===== src/rtl/wave_rom_gen.sv =====
// Phase-accumulator waveform generator for the DAC path.
// Samples are computed from the phase address (no table memory): square with
// programmable duty, sawtooth, triangle and mid-scale DC. Configuration is
// staged in shadow registers and only promoted to the active set at a phase
// wrap (or while idle / on a synchronous clear), so no partial periods reach
// the DAC.
module wave_rom_gen #(
    parameter int ADDR_W = 12,
    parameter int DATA_W = 8,
    parameter int ACC_W  = 24
) (
    input  logic              clk,
    input  logic              rst,
    input  logic              en,
    input  logic              sync_clr,
    input  logic [ACC_W-1:0]  freq_word,
    input  logic [ADDR_W-1:0] duty,
    input  logic [1:0]        mode,
    input  logic              cfg_load,
    output logic              cfg_ack,
    output logic [ADDR_W-1:0] address,
    output logic [DATA_W-1:0] wave_data,
    output logic              data_valid,
    output logic              cycle_start
);

    typedef enum logic [1:0] {
        MODE_SQUARE = 2'd0,
        MODE_SAW    = 2'd1,
        MODE_TRI    = 2'd2,
        MODE_DC     = 2'd3
    } wave_mode_t;

    typedef enum logic {
        CFG_IDLE    = 1'b0,
        CFG_PENDING = 1'b1
    } cfg_state_t;

    localparam logic [DATA_W-1:0] MID_SCALE = DATA_W'(1) << (DATA_W - 1);

    // Phase accumulator and its carry-extended sum.
    logic [ACC_W-1:0]  acc;
    logic [ACC_W:0]    sum_ext;
    logic              carry;

    // Active (in-use) configuration.
    logic [ACC_W-1:0]  active_freq;
    logic [ADDR_W-1:0] active_duty;
    wave_mode_t        active_mode;

    // Shadow (staged) configuration.
    logic [ACC_W-1:0]  shadow_freq;
    logic [ADDR_W-1:0] shadow_duty;
    wave_mode_t        shadow_mode;

    // Handshake state.
    cfg_state_t        cfg_state;
    cfg_state_t        cfg_state_next;
    logic              apply;

    // Sample computation.
    logic [DATA_W-1:0] tri_bits;
    logic [DATA_W-1:0] sample;

    assign address  = acc[ACC_W-1 -: ADDR_W];
    assign sum_ext  = {1'b0, acc} + {1'b0, active_freq};
    // A carry only counts when the add is actually committed to acc.
    assign carry    = en && !sync_clr && sum_ext[ACC_W];
    assign tri_bits = address[ADDR_W-2 -: DATA_W];

    // Phase accumulator: clear has priority over advance; wraps modulo 2^ACC_W.
    always_ff @(posedge clk or posedge rst) begin
        // NOTE: state registers use non-blocking assignments so every flop
        // samples pre-edge values regardless of statement order.
        if (rst) begin
            acc         <= '0;
            cycle_start <= 1'b0;
        end else begin
            cycle_start <= carry;
            if (sync_clr) begin
                acc <= '0;
            end else if (en) begin
                acc <= sum_ext[ACC_W-1:0];
            end
        end
    end

    // Handshake state register: IDLE until a capture, PENDING until applied.
    always_ff @(posedge clk or posedge rst) begin
        if (rst) begin
            cfg_state <= CFG_IDLE;
        end else begin
            cfg_state <= cfg_state_next;
        end
    end

    // Handshake next-state: a capture always wins over an apply on the same edge.
    always_comb begin
        // NOTE: every output of this block gets a default first so no path
        // through the case leaves a signal unassigned (no latch inferred).
        cfg_state_next = cfg_state;
        apply          = 1'b0;
        case (cfg_state)
            CFG_IDLE: begin
                if (cfg_load) begin
                    cfg_state_next = CFG_PENDING;
                end
            end
            CFG_PENDING: begin
                if (cfg_load) begin
                    cfg_state_next = CFG_PENDING;
                end else if (!en || carry || sync_clr) begin
                    apply          = 1'b1;
                    cfg_state_next = CFG_IDLE;
                end
            end
            default: begin
                cfg_state_next = CFG_IDLE;
            end
        endcase
    end

    // Shadow capture: a newer load simply overwrites a still-pending one.
    always_ff @(posedge clk or posedge rst) begin
        if (rst) begin
            shadow_freq <= '0;
            shadow_duty <= '0;
            shadow_mode <= MODE_SQUARE;
        end else if (cfg_load) begin
            shadow_freq <= freq_word;
            shadow_duty <= duty;
            shadow_mode <= wave_mode_t'(mode);
        end
    end

    // Active promotion and its one-cycle acknowledge.
    always_ff @(posedge clk or posedge rst) begin
        if (rst) begin
            active_freq <= '0;
            active_duty <= '0;
            active_mode <= MODE_SQUARE;
            cfg_ack     <= 1'b0;
        end else begin
            cfg_ack <= apply;
            if (apply) begin
                active_freq <= shadow_freq;
                active_duty <= shadow_duty;
                active_mode <= shadow_mode;
            end
        end
    end

    // Waveform function of the current phase address and active mode/duty.
    always_comb begin
        sample = '0;
        case (active_mode)
            MODE_SQUARE: sample = (address < active_duty) ? '1 : '0;
            MODE_SAW:    sample = address[ADDR_W-1 -: DATA_W];
            MODE_TRI:    sample = address[ADDR_W-1] ? ~tri_bits : tri_bits;
            MODE_DC:     sample = MID_SCALE;
            default:     sample = '0;
        endcase
    end

    // Output sample register: updates only while running, flags validity.
    always_ff @(posedge clk or posedge rst) begin
        if (rst) begin
            wave_data  <= '0;
            data_valid <= 1'b0;
        end else begin
            data_valid <= en;
            if (en) begin
                wave_data <= sample;
            end
        end
    end

endmodule


===== config.mk =====
export PLATFORM = sky130hd
export DESIGN_NAME = wave_rom_gen
export DESIGN_NICKNAME = d
export VERILOG_FILES = /design/src/rtl/wave_rom_gen.sv
export SDC_FILE = /design/constraint.sdc
export NUM_CORES = 1
export LEC_CHECK = 0
export BUFFER_PORTS_ARGS = -buffer_cell sky130_fd_sc_hd__buf_2
export CELL_PAD_IN_SITES_DETAIL_PLACEMENT = 1
export CELL_PAD_IN_SITES_GLOBAL_PLACEMENT = 2
export CORE_MARGIN = 5
export CORE_UTILIZATION = 35
export CTS_CLUSTER_DIAMETER = 80
export DETAILED_ROUTE_END_ITERATION = 7
export PLACE_DENSITY_LB_ADDON = 0.12
export SYNTH_ARGS = -nofsm -noshare
export SYNTH_HDL_FRONTEND = slang
export SYNTH_SLANG_ARGS = --single-unit

===== constraint.sdc =====
create_clock -name clk -period 2.9 [get_ports clk]
set_input_delay 0.145 -clock clk [delete_from_list [all_inputs] [get_ports clk]]
set_output_delay 0.145 -clock clk [all_outputs]
set_load 0.005 [all_outputs]

==> results.yml, run 1 <==
outcome:
  status: "finished, final reports clean"
power:
  p_sw_frac: 0.398
  p_switching_mw: 2.81
  power.internal_mw: 4.24
  ir_drop_mv: 0.447
  p_leak_nw: 3.40
  clkPwrFrac: 0.181
  combPwrFrac: 0.493
  p_per_area_nw_per_um2: 984
  seqPwrFrac: 0.326
timing:
  hold_viol: 0
  layout_min_cycle_time_ns: 2.84
  worst_clock_skew_ns: 0.0122
  final_max_slew_viol_count: 0
  fin_crit_sh: 0.980
  max_freq_ghz: 0.352
  fin_ws_ns: 0.0567
  setup_viol: 0
  fin_hold_ws_ns: 0.0142
  max-slew-margin-rel: 0.491
  tightest_slew_ns: 0.761
  rsz0062_at_grt: "true"
die:
  core_area_um2: 16600
  ios: 66
  die_h_um: 140
  die_width_um: 140
  initial_utilization: 0.357
  die_area_um2: 19600
  rows: 47
critical_path:
  reg2reg_to: "active_duty[3]"
  critPathLaunchType: "flip-flop"
  crit_buf_inv: 3
  r2r_slack_ns: 0.06
  worstPathCellList: "ha_2 > inv_1 > fa_2 > nor2b_4 > o2111ai_4 > nand4_1 > a31oi_2 > o31a_4 > a21oi_4 > buf_4 > bufbuf_16 > mux2_4"
  path_class: "flip-flop to flip-flop"
  rr_startpoint: "active_freq[0]"
  crit_slowest_cell: "dfrtp_1"
  crit_fanout: 9
  crit_family: "compound AO/OA/AOI/OAI gates"
  required_ns: 3.15
  worstPathArrival_ns: 3.09
  r2r_cells: 12
  max_stage_delay_ns: 0.37
  cp-end-kind: "flip-flop"
drt:
  final_antenna_net_count: 0
  drc_errors: 0
  routedWlPerCell_um: 17.3
  drt_wl_total_um: 14500
  drtIter0Drc: 127
  num_vias: 4175
  dr.pass1.iters: 4
  routed_via_density: 4.98
synthesis:
  synth_edf_count: 0
  syn_inst: 519
  ys_seq_area_frac: 0.473
  netlist_area_um2: 5930
  syn_nets: 598
  avgSynthCellArea_um2: 11.4
  synth_async_sr_flop_share: 1.00
  synth_cell_types: 51
  synth_warnings: 0
  synth-seq-cells: 112
  yosys_most_used_dff: "dfrtp_1"
worst_hold_path:
  hp-start: "duty[4]"
  min_to: "shadow_duty[4]"
  hold_depth: 2
  hold_class: "input port to flip-flop"
clocking:
  cts_buffers: 9
  clock_latency_ns: 0.36
  clockBufferDepth: 2
  htree_levels: 3
  clock-sinks: 112
  cts_tree: "done"
  clk_pin_slew_worst_paths_ns: 0.08
  clockRootBuffer: "clkbuf_16"
placed_design:
  gp_congestion: 0.803
  port_buffers: 65
  post-place-ws_ns: -0.122
  dpl.hpwl_um: 10700
global_route:
  overflow: 0
  track_usage: 0.153
  grt_max_degree: 113
  use_met2: 0.262
  busiest_layer: "met2"
  first_global_vias: 4536
  grt_first_pass_wirelength_um: 24100
  use_met3: 0.0242
  antenna_found_initial: 0
  use_met1: 0.197
cells_and_area:
  drive_gt1_frac: 0.323
  area_delta_synth_final_pct: 21.0
  antenna_cells: 0
  most-common-layout-cells: "dfrtp_1 (112), mux2_2 (67), buf_2 (65), nor2_1 (35), ha_1 (34)"
  nNetsFinal: 693
  final_common_cell: "dfrtp_1"
flow_run:
  cap_violations: 0
logic make-up (layout without fill, tap and decap cells):
family | count (synthesis) | after routing | synth area share
muxes | 87 | 87 | 0.169
adders and majority gates | 36 | 36 | 0.0773
buffers and inverters | 52 | 152 | 0.0458
xor gates and xnor gates | 28 | 28 | 0.0414
and+or+nand+nor | 98 | 98 | 0.0752
DFF | 112 | 112 | 0.473
AOI/OAI and AO/OA | 106 | 106 | 0.119
per-stage QoR:
stage	setup TNS, ns	cells	power (mW)	util	cell area, µm²
4_1_cts	0	836	7.12	0.430	7130
6_report	0	839	7.05	0.432	7170
5_1_grt	-1.65	839	7.65	0.432	7170
2_1_floorplan	0	519	4.72	-	5930
3_3_place_gp	0	794	5.64	0.394	6530
3_5_place_dp	-2.98	794	5.73	0.394	6530
synthesized netlist by cell type, types with 3 or more instances:
cell / instances / area (µm²)
ha_1: 35 / 438
o21a_1: 5 / 37.5
inv_1: 18 / 67.6
nand2b_1: 5 / 31.3
o211ai_1: 4 / 30.0
clkbuf_1: 15 / 56.3
dfrtp_1: 112 / 2800
buf_4: 14 / 105
a21o_1: 10 / 75.1
xor2_1: 16 / 140
o21ai_0: 26 / 130
nor2_1: 35 / 131
nand2_1: 31 / 116
buf_1: 3 / 11.3
a21oi_1: 20 / 100
a22oi_1: 7 / 52.6
nand4_1: 8 / 50.1
mux2i_1: 11 / 110
mux2_4: 9 / 135
mux2_2: 67 / 754
nor2b_1: 6 / 37.5
nand3_1: 4 / 20.0
xnor2_1: 12 / 105
a31oi_1: 10 / 62.6
a211oi_1: 3 / 22.5
power by group through the flow:
stage | Combinational, mW | Sequential (mW) | Clock [mW]
6_report | 3.48 | 2.30 | 1.27
5_1_grt | 3.90 | 2.36 | 1.39
4_1_cts | 3.48 | 2.32 | 1.33
3_5_place_dp | 3.38 | 2.34 | 0
3_3_place_gp | 3.32 | 2.32 | 0
2_1_floorplan | 2.44 | 2.28 | 0
worst max path at each step:
stage                               from               to  slack [ns]  depth (start not counted)
after floorplan                   acc[0]  active_duty[10]        0.18                         12
final                     active_freq[0]   active_duty[3]        0.06                         12
after global placement    active_freq[0]  active_freq[16]        0.02                         11
after global routing      active_freq[0]  active_freq[16]       -0.07                         12
after CTS                 active_freq[0]   active_duty[3]        0.05                         12
after detailed placement  active_freq[0]  active_freq[11]       -0.12                         11
state kept, by name (all words and copies together), names as in the netlist, 2 cells and up:
name and flops:
acc 24, shadow_mode 2, active_mode 2, shadow_freq 24, active_freq 24, active_duty 12, wave_data 8, shadow_duty 12
area by class of cell:
class                           instances  area, µm²
Clock inverter                          7       81.3
Inverter                               18       71.3
Clock buffer                            9        225
Tap cell                              220        275
Sequential cell                       112       2800
Fill cell                            1832       9410
Timing Repair Buffer                  118        833
Multi-Input combinational cell        355       2880
timing repair:
item / CTS / global route
pin swaps: 2 / 1
gates resized for setup: 5 / 3
hold buffers: 21 / 0
gates cloned: 1 / 0
setup endpoints to repair: 38 / 38
setup buffers: 4 / 3
hold endpoints to repair: 120 / 0
routing by layer:
layer | vias up | share of wire
met5 | - | 0
met3 | 16 | 0.025
met2 | 47 | 0.49
met4 | 0 | 0.019
met1 | 2085 | 0.46
li1 | 2027 | -
Note: power is estimated with default switching activity, not from simulation.
==> run 2, diff against run 1 <==
- PLACE_DENSITY: default -> 0.86
- PLACE_DENSITY_LB_ADDON: 0.12 -> default
==> run 2 against run 1 <==
Compared with the run above:
- core utilization down 1.1 points
- design area down 2.5%
- fmax down 0.40%
- count of clock-buffer cells in the layout up 4
- register-to-register slack about the same
- global-route usage down 0.51 points
- power down 1.2%
- worst hold slack worse by 0.0044 ns
- sequential power about the same
- via count down 0.41%
- flip-flop and latch count unchanged
==> results.yml, run 2 (synthesis results as in run 1) <==
power:
  seqPwrFrac: 0.331
  p_total_mw: 6.97
  p_sw_frac: 0.392
  power.internal_mw: 4.24
  clkPwrFrac: 0.181
  p_switching_mw: 2.73
  p_leak_nw: 3.31
  combPwrFrac: 0.488
  p_per_area_nw_per_um2: 996
  ir_drop_mv: 0.449
critical_path:
  critPathLaunchType: "flip-flop"
  cp-end-kind: "flip-flop"
  worstPathArrival_ns: 3.10
  crit_slowest_cell: "dfrtp_1"
  crit_family: "compound AO/OA/AOI/OAI gates"
  crit_fanout: 8
  path_class: "flip-flop to flip-flop"
  worstPathCellList: "ha_2 > inv_1 > fa_2 > nor2b_2 > o2111ai_2 > nand4_1 > a31oi_2 > o31a_4 > a21oi_4 > buf_4 > buf_12 > mux2_2"
  required_ns: 3.15
  crit_buf_inv: 3
  max_stage_delay_ns: 0.37
clocking:
  clock_latency_ns: 0.36
  clock-sinks: 112
  cts_tree: "done"
  clockBufferDepth: 2
  htree_levels: 3
  clockRootBuffer: "clkbuf_16"
  cts_buffers: 9
  clk_pin_slew_worst_paths_ns: 0.08
global_route:
  track_usage: 0.148
  grt_first_pass_wirelength_um: 23400
  first_global_vias: 4504
  grt_max_degree: 113
  overflow: 0
  antenna_found_initial: 0
die:
  die_h_um: 140
  initial_utilization: 0.357
  die_area_um2: 19600
  ios: 66
  die_width_um: 140
  rows: 47
  core_area_um2: 16600
timing:
  setup_viol: 0
  rsz0062_at_grt: "true"
  worst_clock_skew_ns: 0.0124
  max_freq_ghz: 0.350
  max-slew-margin-rel: 0.396
  fin_crit_sh: 0.984
  setup-tns-final_ns: 0
  hold_viol: 0
  final_max_slew_viol_count: 0
  layout_min_cycle_time_ns: 2.85
  tightest_slew_ns: 0.902
drt:
  routedWlPerCell_um: 17.3
  drc_errors: 0
  final_antenna_net_count: 0
  drtIter0Drc: 112
  num_vias: 4158
  routed_via_density: 5.07
  dr.pass1.iters: 4
  drt_wl_total_um: 14200
cells_and_area:
  nNetsFinal: 674
  most-common-layout-cells: "dfrtp_1 (112), mux2_2 (67), buf_2 (65), nor2_1 (35), ha_1 (34)"
  top_regs: "acc: 24 flops, active_freq: 24 flops, shadow_freq: 24 flops"
  area_delta_synth_final_pct: 18.0
  final_area_um2: 6990
  drive_gt1_frac: 0.322
  final_common_cell: "dfrtp_1"
  antenna_cells: 0
placed_design:
  dpl.hpwl_um: 10400
  port_buffers: 65
  gp_congestion: 0.832
  dpl_cell_area_um2: 6490
flow_run:
  cap_violations: 0
outcome:
  status: "finished, final reports clean"
worst_hold_path:
  hold_class: "input port to flip-flop"
run 2: stage by stage:
stage	hold slack (ns)	worst slack (ns)	utilization	instances
after floorplan	0.176	0.178	-	519
after CTS	0.000246	0.00249	0.418	815
after global routing	0.00666	-0.0244	0.422	820
after detailed placement	0.382	-0.0645	0.391	787
after global placement	0.368	0.0289	0.391	787
final	0.00984	0.0451	0.422	820
run 2: repair_timing:
item,in CTS,in global routing
gates cloned,1,1
endpoints found under the hold margin,75,1
resized for setup,3,2
endpoints found under the setup margin,29,27
pin swaps,2,2
setup buffers,4,3
hold buffers,7,1
run 2: power by group through the flow:
stage          clock [mW]  sequential [mW]  combinational (mW)
6_report             1.26             2.31                3.40
3_3_place_gp            0             2.32                3.17
5_1_grt              1.36             2.36                3.79
2_1_floorplan           0             2.28                2.44
3_5_place_dp            0             2.35                3.30
4_1_cts              1.29             2.32                3.40
run 2: path summary, 6_finish.rpt:
| check | endpoint | startpoint | slack, ns | cells past startpoint |
|---|---|---|---|---|
| min reg2reg | acc[10] | acc[10] | 0.50 | 2 |
| max | active_freq[17] | active_freq[0] | 0.05 | 12 |
| min in group asynchronous | shadow_freq[11] | rst | 0.46 | 4 |
| min | shadow_freq[2] | freq_word[2] | 0.01 | 2 |
| max reg2reg | active_freq[17] | active_freq[0] | 0.05 | 12 |
| max in group asynchronous | acc[21] | rst | 1.91 | 4 |
run 2: per-layer routing:
layer  global-route usage  vias to the layer above  share of wire
met4               0.0444                        0          0.015
met5                    0                        -              0
met2                0.255                       47           0.50
met1                0.190                     2095           0.46
li1                     -                     2002              -
met3               0.0283                       14          0.030
run 2: area by class of cell:
class                      instances  area, µm²
tap                              220        275
clock inverter                     3       33.8
multi-input combinational        355       2870
fill                            1842       9590
inverter                          18       71.3
sequential                       112       2800
clock buffer                      13        270
timing repair buffer              99        676
run 2: worst register-to-register path, cell delays in order, from the launching register on:
cell,delay (ns)
dfrtp_1,0.37
ha_2,0.20
inv_1,0.05
fa_2,0.35
nor2b_2,0.15
o2111ai_2,0.15
nand4_1,0.17
a31oi_2,0.14
o31a_4,0.32
a21oi_4,0.18
buf_4,0.17
buf_12,0.13
mux2_2,0.35
